### src/rtl/irq_controller.sv
// Prioritised, maskable interrupt controller: edge-detects request lines, latches them
// as pending and presents the lowest-index enabled one to the core with its handler vector.
module irq_controller #(
   parameter int          N_SRC      = 8,
   parameter logic [15:0] VEC_BASE   = 16'h0040,
   parameter logic [15:0] VEC_STRIDE = 16'h0004
) (
   input  logic             clk,
   input  logic             reset,
   input  logic [N_SRC-1:0] irq_src,
   input  logic             cfg_we,
   input  logic [1:0]       cfg_addr,
   input  logic [15:0]      cfg_wdata,
   input  logic             irq_ack,
   input  logic             irq_eoi,
   output logic             interrupt,
   output logic [15:0]      irq_vector,
   output logic [3:0]       irq_id,
   output logic [N_SRC-1:0] irq_pending,
   output logic [N_SRC-1:0] irq_enable,
   output logic [1:0]       o_dbg_state
);

   // Handshake: interrupt rises in IDLE and stays high (irq_id frozen) until a one-cycle
   // irq_ack; the core then owns the interrupt until a one-cycle irq_eoi returns to IDLE.
   typedef enum logic [1:0] {
      S_IDLE    = 2'd0,
      S_REQ     = 2'd1,
      S_SERVICE = 2'd2
   } state_t;

   state_t           r_state;
   logic [N_SRC-1:0] r_src_q;
   logic [N_SRC-1:0] r_src_qq;
   logic [N_SRC-1:0] r_pending;
   logic [N_SRC-1:0] r_enable;
   logic             r_interrupt;
   logic [3:0]       r_irq_id;
   logic [15:0]      r_irq_vector;

   logic [N_SRC-1:0] w_edge;
   logic [N_SRC-1:0] w_sw_set;
   logic [N_SRC-1:0] w_w1c;
   logic [N_SRC-1:0] w_ack_clr;
   logic [N_SRC-1:0] w_id_hot;
   logic [N_SRC-1:0] w_enable_next;
   logic [N_SRC-1:0] w_pending_next;
   logic [N_SRC-1:0] w_eligible;
   logic             w_any;
   logic [3:0]       w_winner;
   logic [15:0]      w_vec;
   logic             w_cur_en;
   logic [15:0]      w_unused_wdata;

   assign w_unused_wdata = cfg_wdata;

   assign w_edge   = r_src_q & ~r_src_qq;
   assign w_sw_set = (cfg_we && cfg_addr == 2'd2) ? cfg_wdata[N_SRC-1:0] : '0;
   assign w_w1c    = (cfg_we && cfg_addr == 2'd1) ? cfg_wdata[N_SRC-1:0] : '0;
   assign w_enable_next = (cfg_we && cfg_addr == 2'd0) ? cfg_wdata[N_SRC-1:0] : r_enable;

   always_comb begin
      w_id_hot = '0;
      for (int i = 0; i < N_SRC; i++) begin
         w_id_hot[i] = (r_irq_id == 4'(i));
      end
   end

   assign w_ack_clr = (r_state == S_REQ && irq_ack) ? w_id_hot : '0;
   // Sets are OR-ed in after the clears so a same-cycle set always wins.
   assign w_pending_next = (r_pending & ~(w_w1c | w_ack_clr)) | w_edge | w_sw_set;
   assign w_eligible     = r_pending & r_enable;
   // A disable written in the same cycle as REQ already withdraws the request.
   assign w_cur_en       = |(w_enable_next & w_id_hot);

   always_comb begin
      w_any    = 1'b0;
      w_winner = 4'd0;
      for (int i = N_SRC - 1; i >= 0; i--) begin
         if (w_eligible[i]) begin
            w_any    = 1'b1;
            w_winner = 4'(i);
         end
      end
   end

   assign w_vec = VEC_BASE + (16'(w_winner) * VEC_STRIDE);

   always_ff @(posedge clk) begin
      if (reset) begin
         r_src_q      <= '0;
         r_src_qq     <= '0;
         r_pending    <= '0;
         r_enable     <= '0;
         r_state      <= S_IDLE;
         r_interrupt  <= 1'b0;
         r_irq_id     <= 4'd0;
         r_irq_vector <= 16'd0;
      end else begin
         r_src_q   <= irq_src;
         r_src_qq  <= r_src_q;
         r_pending <= w_pending_next;
         r_enable  <= w_enable_next;
         case (r_state)
            S_IDLE: begin
               if (w_any) begin
                  r_irq_id     <= w_winner;
                  r_irq_vector <= w_vec;
                  r_interrupt  <= 1'b1;
                  r_state      <= S_REQ;
               end
            end
            S_REQ: begin
               if (irq_ack) begin
                  r_interrupt <= 1'b0;
                  r_state     <= S_SERVICE;
               end else if (!w_cur_en) begin
                  r_interrupt <= 1'b0;
                  r_state     <= S_IDLE;
               end
            end
            S_SERVICE: begin
               if (irq_eoi) begin
                  r_state <= S_IDLE;
               end
            end
            default: begin
               r_interrupt <= 1'b0;
               r_state     <= S_IDLE;
            end
         endcase
      end
   end

   assign interrupt   = r_interrupt;
   assign irq_vector  = r_irq_vector;
   assign irq_id      = r_irq_id;
   assign irq_pending = r_pending;
   assign irq_enable  = r_enable;
   assign o_dbg_state = r_state;

endmodule

### config.mk
export PLATFORM = sky130hd
export DESIGN_NAME = irq_controller
export DESIGN_NICKNAME = d
export VERILOG_FILES = /design/src/rtl/irq_controller.sv
export SDC_FILE = /design/constraint.sdc
export NUM_CORES = 1
export LEC_CHECK = 0
export ABC_AREA = 1
export CAP_MARGIN = 40
export CORE_ASPECT_RATIO = 0.8
export CORE_UTILIZATION = 39
export DETAILED_ROUTE_END_ITERATION = 8
export PLACE_DENSITY = 0.8
export SETUP_SLACK_MARGIN = 0.3
export SLEW_MARGIN = 20
export SYNTH_ARGS = -nofsm -noshare
export SYNTH_HDL_FRONTEND = slang
export SYNTH_SLANG_ARGS = --single-unit
### constraint.sdc
create_clock -name clk -period 1.2 [get_ports clk]
set_input_delay 0.12 -clock clk [delete_from_list [all_inputs] [get_ports clk]]
set_output_delay 0.12 -clock clk [all_outputs]
set_load 0.1 [all_outputs]
==> flow_metrics.env, run 1 <==
export IMPL_synth_distinct_cells=24
export IMPL_num_vias=2168
export IMPL_crit_required_ns=1.44
export IMPL_yosys_area_share_simple_pct=33.9
export IMPL_layout_setup_ws_ns=-0.121
export IMPL_leakage_uw=0.00166
export IMPL_first_pass_iters=4
export IMPL_syn_to_final_growth_pct=92.2
export IMPL_synth_top_family_by_area="simple AND/OR/NAND/NOR gates"
export IMPL_fin_util_pct=78.0
export IMPL_synth_warnings=0
export IMPL_vdd_drop_max_v=0.000708
export IMPL_synth_compound_area_share_pct=7.56
export IMPL_fp_row_count=22
export IMPL_layout_commonest_cell="nand2_1"
export IMPL_avgViaCountPerCell=4.83
export IMPL_ant_nets=0
export IMPL_portBuffers=48
export IMPL_core_um2=4570
export IMPL_fin_skew_ns=0.0124
export IMPL_h_tree_depth=2
export IMPL_cp_arrival_ns=1.56
export IMPL_overflow=0
export IMPL_period_needed_ns=1.32
export IMPL_synth_xor_area_share_pct=0
export IMPL_cts_sinks=39
export IMPL_dpl_cell_count=419
export IMPL_ys_seq_area_share_pct=42.1
export IMPL_drv_cap=0
export IMPL_placed_cell_area_um2=3070
export IMPL_mostFrequentLayoutCells="49 x nand2_1, 41 x buf_4, 32 x nor2_1, 32 x inv_1"
export IMPL_die_w_um=79.1
export IMPL_globalplace_congestion=0.842
export IMPL_cts_tree="done"
export IMPL_syn_cell_area_um2=1850
export IMPL_period_share_pct=110
export IMPL_root_buffer="clkbuf_8"
export IMPL_layout_nets=419
export IMPL_path_cells="buf_4 > nor2_4 > nand3_1 > nand2_1 > nor2_1 > nand2_1 > nand2_1 > nand2_1 > nand2_1 > a21oi_2"
export IMPL_start_util_pct=40.6
export IMPL_drt_iter0_drc=125
export IMPL_fin_area_um2=3560
export IMPL_worst_setup_path_start_kind="flip-flop"
export IMPL_dieHeight_um=63.7
export IMPL_cts_made_buffers=5
export IMPL_grt_pass1_wl_um=8870
export IMPL_synth_seq_cells=39
export IMPL_drc=0
export IMPL_synthCells=272
export IMPL_antenna_found_initial=0
export IMPL_fillers=298
export IMPL_synth_area_mux_share_pct=0
export IMPL_syn_avg_cell_area_um2=6.82
export IMPL_final_cells=449
export IMPL_clockBufferDepth=2
export IMPL_post_dp_hpwl_um=4030
export IMPL_power_density_nw_per_um2=1150
export IMPL_io_pins=70
export IMPL_slowest_delay_ns=0.39
export IMPL_failed_checks="negative setup slack"
export IMPL_drive_gt1_share_pct=47.8
export IMPL_grt_usage_pct=23.5
export IMPL_clkLatencyLatePin_ns=0.30
export IMPL_num_antenna_cells=0
export IMPL_fmax_mhz=757
export IMPL_wl_um=5950
export IMPL_hold_violations=0
export IMPL_critPathMaxFanout=6
export IMPL_clk_pin_slew_ns=0.08
export IMPL_routedWlPerCell_um=13.2
export IMPL_endpoint_kind="flip-flop"
export IMPL_crit_top_cell="nand2_1"
export IMPL_drv_slew=0
export IMPL_synth_adder_area_share_pct=0
export IMPL_grt_max_degree=23
export IMPL_fp_dieArea_um2=5040
export IMPL_cpMaxStageDelayCell="dfxtp_4"
export IMPL_grt_pass1_vias=1941
export IMPL_setup_violations_final=8
export IMPL_hold_class="in -> reg"
export IMPL_ctsHoldBuffers=0
export IMPL_rsz0062_at_grt="yes"
export IMPL_status="finished with violations"
export IMPL_worst_setup_path_type="reg -> reg"
export IMPL_p_total_uw=4110
-- registers in the layout, indices dropped and copies added (netlist names) --
signal       flops
o_dbg_state      2
irq_pending      8
r_src_qq         8
interrupt        1
irq_enable       8
irq_vector       2
r_src_q          8
irq_id           2
-- power by group --
group | switching, µW | total [µW] | leakage, µW | internal, µW
Sequential | 92.1 | 1470 | 0.000337 | 1370
Clock | 436 | 849 | 0.0000395 | 413
Combinational | 1100 | 1790 | 0.00128 | 688
-- worst paths after layout --
| check | startpoint | to | slack [ns] | cells past startpoint |
|---|---|---|---|---|
| worst max-delay path | irq_vector[4] | interrupt | -0.12 | 10 |
| worst min-delay path | cfg_addr[1] | irq_enable[1] | 0.33 | 5 |
| worst max register to register | irq_vector[4] | interrupt | -0.12 | 10 |
| worst min register to register | r_src_q[1] | r_src_qq[1] | 0.42 | 2 |
-- logic make-up (layout without fill, tap and decap cells) --
family,count (synthesis),in the layout
compound gates,24,24
buf+inv,64,168
flops,39,39
other cells,1,13
simple gates,144,145
-- layout make-up --
class	count	area (µm²)	share of cell area, %
Inverter	43	176	4.95
Sequential cell	39	862	24.2
Timing Repair Buffer	117	1360	38.2
Multi-Input combinational cell	182	1010	28.3
Tap cell	60	75.1	2.11
Clock buffer	8	80.1	2.25
-- critical path: cells and delay by family, from the launching register on --
family	cells	cell delay [ns]
and+or+nand+nor	8	0.61
DFF	1	0.39
buffers and inverters	1	0.15
AOI/OAI and AO/OA	1	0.11
-- cells in the mapped netlist, drive strengths merged --
cell type | instances | share of area, %
a21boi | 1 | 0.41
a21oi | 5 | 1.6
a22oi | 1 | 0.41
a31oi | 9 | 3.0
buf | 19 | 7.2
clkbuf | 2 | 0.41
conb | 1 | 0.20
dfxtp | 39 | 42
inv | 43 | 8.7
nand2 | 65 | 14
nand3 | 22 | 5.9
nand3b | 4 | 1.6
nor2 | 41 | 8.7
nor3 | 4 | 1.3
o21ai | 8 | 2.2
or2 | 8 | 2.7
-- metrics by stage --
step | hold WS, ns | worst slack [ns] | TNS (ns)
after floorplan | 0.227 | -0.140 | -0.369
after global placement | 0.407 | -0.441 | -3.10
after detailed placement | 0.411 | -0.510 | -3.98
after CTS | 0.333 | -0.0567 | -0.0884
after global routing | 0.352 | -0.251 | -1.13
final | 0.331 | -0.121 | -0.480
-- metal layers --
layer / wire length, µm / track usage, % / share of wire (%) / vias to the layer above
met3: 348 / 5.65 / 5.9 / 21
met1: 2410 / 28.7 / 40 / 1001
met2: 3020 / 38.9 / 51 / 97
met5: 0 / 0 / 0 / -
li1: - / - / - / 1049
met4: 172 / 10.2 / 2.9 / 0
-- repair_timing --
item | in CTS | in global routing
cloned | 1 | 0
pin swaps | 14 | 22
setup buffers | 12 | 9
gates resized for setup | 50 | 30
setup endpoints to repair | 48 | 45
Note: power is estimated with default switching activity, not from simulation.
==> run 2, diff against run 1 <==
--- a/config.mk
+++ b/config.mk
@@ -11,8 +11,8 @@
 export CORE_UTILIZATION = 39
 export DETAILED_ROUTE_END_ITERATION = 8
 export PLACE_DENSITY = 0.8
+export RECOVER_POWER = 25
 export SETUP_SLACK_MARGIN = 0.3
-export SLEW_MARGIN = 20
 export SYNTH_ARGS = -nofsm -noshare
 export SYNTH_HDL_FRONTEND = slang
 export SYNTH_SLANG_ARGS = --single-unit
==> run 2 against run 1 <==
Compared with the run above:
- cell count did not move
- sequential power is essentially flat
- the flow still finishes with violations (negative setup slack)
- power is 0.16% lower
- worst hold slack about the same
- worst setup slack improved by 0.00061 ns
- critical path type unchanged
- critical endpoint unchanged
- count of clock-buffer cells in the layout did not move
- via count fell by 0.32%
==> flow_metrics.env, run 2 (synthesized netlist as in run 1, its figures left out) <==
export IMPL_mostFrequentLayoutCells="49 x nand2_1, 37 x buf_4, 32 x nor2_1, 32 x inv_1"
export IMPL_clkLatencyLatePin_ns=0.30
export IMPL_num_vias=2161
export IMPL_hold_violations=0
export IMPL_layout_setup_ws_ns=-0.120
export IMPL_fmax_mhz=757
export IMPL_setup_violations_final=8
export IMPL_drive_gt1_share_pct=47.0
export IMPL_min_path_cells=5
export IMPL_cts_made_buffers=5
export IMPL_clockBufferDepth=2
export IMPL_worst_setup_path_type="reg -> reg"
export IMPL_rsz0062_at_grt="yes"
export IMPL_core_um2=4570
export IMPL_worst_r2r_cell_count=10
export IMPL_power_density_nw_per_um2=1160
export IMPL_cts_sinks=39
export IMPL_globalplace_congestion=0.842
export IMPL_post_dp_hpwl_um=4030
export IMPL_layout_nets=419
export IMPL_cp_arrival_ns=1.56
export IMPL_status="finished with violations"
export IMPL_period_share_pct=110
export IMPL_vdd_drop_max_v=0.000708
export IMPL_worst_setup_path_start_kind="flip-flop"
export IMPL_drc=0
export IMPL_h_tree_depth=2
export IMPL_ctsHoldBuffers=0
export IMPL_syn_to_final_growth_pct=91.4
export IMPL_clk_pin_slew_ns=0.08
export IMPL_grt_pass1_wl_um=8870
export IMPL_period_needed_ns=1.32
export IMPL_fp_dieArea_um2=5040
export IMPL_avgViaCountPerCell=4.81
export IMPL_routedWlPerCell_um=13.2
export IMPL_io_pins=70
export IMPL_grt_pass1_vias=1941
export IMPL_grt_usage_pct=23.5
export IMPL_first_pass_iters=4
export IMPL_place_ws_ns=-0.510
export IMPL_num_antenna_cells=0
export IMPL_hold_class="in -> reg"
export IMPL_wl_um=5950
export IMPL_layout_commonest_cell="nand2_1"
export IMPL_crit_required_ns=1.44
export IMPL_die_w_um=79.1
export IMPL_overflow=0
export IMPL_dpl_cell_count=419
export IMPL_fp_row_count=22
export IMPL_finalSetupTns_ns=-0.489
export IMPL_cts_tree="done"
export IMPL_antenna_found_initial=0
export IMPL_grt_max_degree=23
export IMPL_final_cells=449
export IMPL_critPathMaxFanout=6
export IMPL_portBuffers=48
export IMPL_root_buffer="clkbuf_8"
export IMPL_dieHeight_um=63.7
export IMPL_drv_cap=0
export IMPL_drt_iter0_drc=114
export IMPL_ant_nets=0
export IMPL_fin_skew_ns=0.0125
export IMPL_failed_checks="negative setup slack"
export IMPL_start_util_pct=40.6
export IMPL_leakage_uw=0.00165
export IMPL_drv_slew=0
export IMPL_endpoint_kind="flip-flop"
-- run 2: power breakdown --
group | internal [µW] | switching, µW
combinational | 682 | 1100
clock | 413 | 436
sequential | 1370 | 92.3
total | 2470 | 1630
-- run 2: area by class of cell --
cell class | count | area (µm²)
multi-input cells | 182 | 1010
well taps | 60 | 75.1
inverters | 43 | 176
repair buffers | 117 | 1350
clock buffers | 8 | 80.1
flip-flops and latches | 39 | 862
fillers | 302 | 1020
-- run 2: metal layers --
layer  vias to the layer above  track usage [%]  share of wire, %
li1                       1050                -                 -
met1                       994             28.7                40
met2                        96             38.9                51
met3                        21             5.65               5.9
met4                         0             10.2               2.9
met5                         -                0                 0
-- run 2: path summary, 6_finish.rpt --
path / startpoint / endpoint / slack, ns
worst max-delay path: irq_vector[4] / interrupt / -0.12
worst max register to register: irq_vector[4] / interrupt / -0.12
worst min register to register: r_src_q[1] / r_src_qq[1] / 0.42
worst min-delay path: cfg_addr[1] / irq_enable[1] / 0.33
-- run 2: repair_timing --
| action | 4_1_cts | 5_1_grt |
|---|---|---|
| setup buffers | 12 | 9 |
| setup endpoints to repair | 48 | 45 |
| gates cloned | 1 | 0 |
| resized for setup | 50 | 30 |
| pin swaps | 14 | 22 |
-- run 2: critical path, cell delays in order (launching register included) --
cell,delay [ns]
dfxtp_4,0.39
buf_4,0.15
nor2_4,0.14
nand3_1,0.09
nand2_1,0.08
nor2_1,0.05
nand2_1,0.05
nand2_1,0.06
nand2_1,0.08
nand2_1,0.06
a21oi_2,0.11
-- run 2: per-stage QoR --
stage               utilization [%]  hold slack, ns  total power, µW  cell area (µm²)
CTS                            74.3           0.333             4030             3390
global placement               67.3           0.407             3050             3070
global route                   77.7           0.352             4270             3550
detailed placement             67.3           0.411             3080             3070
floorplan                         -           0.227             2470             2020
finish                         77.7           0.331             4100             3550
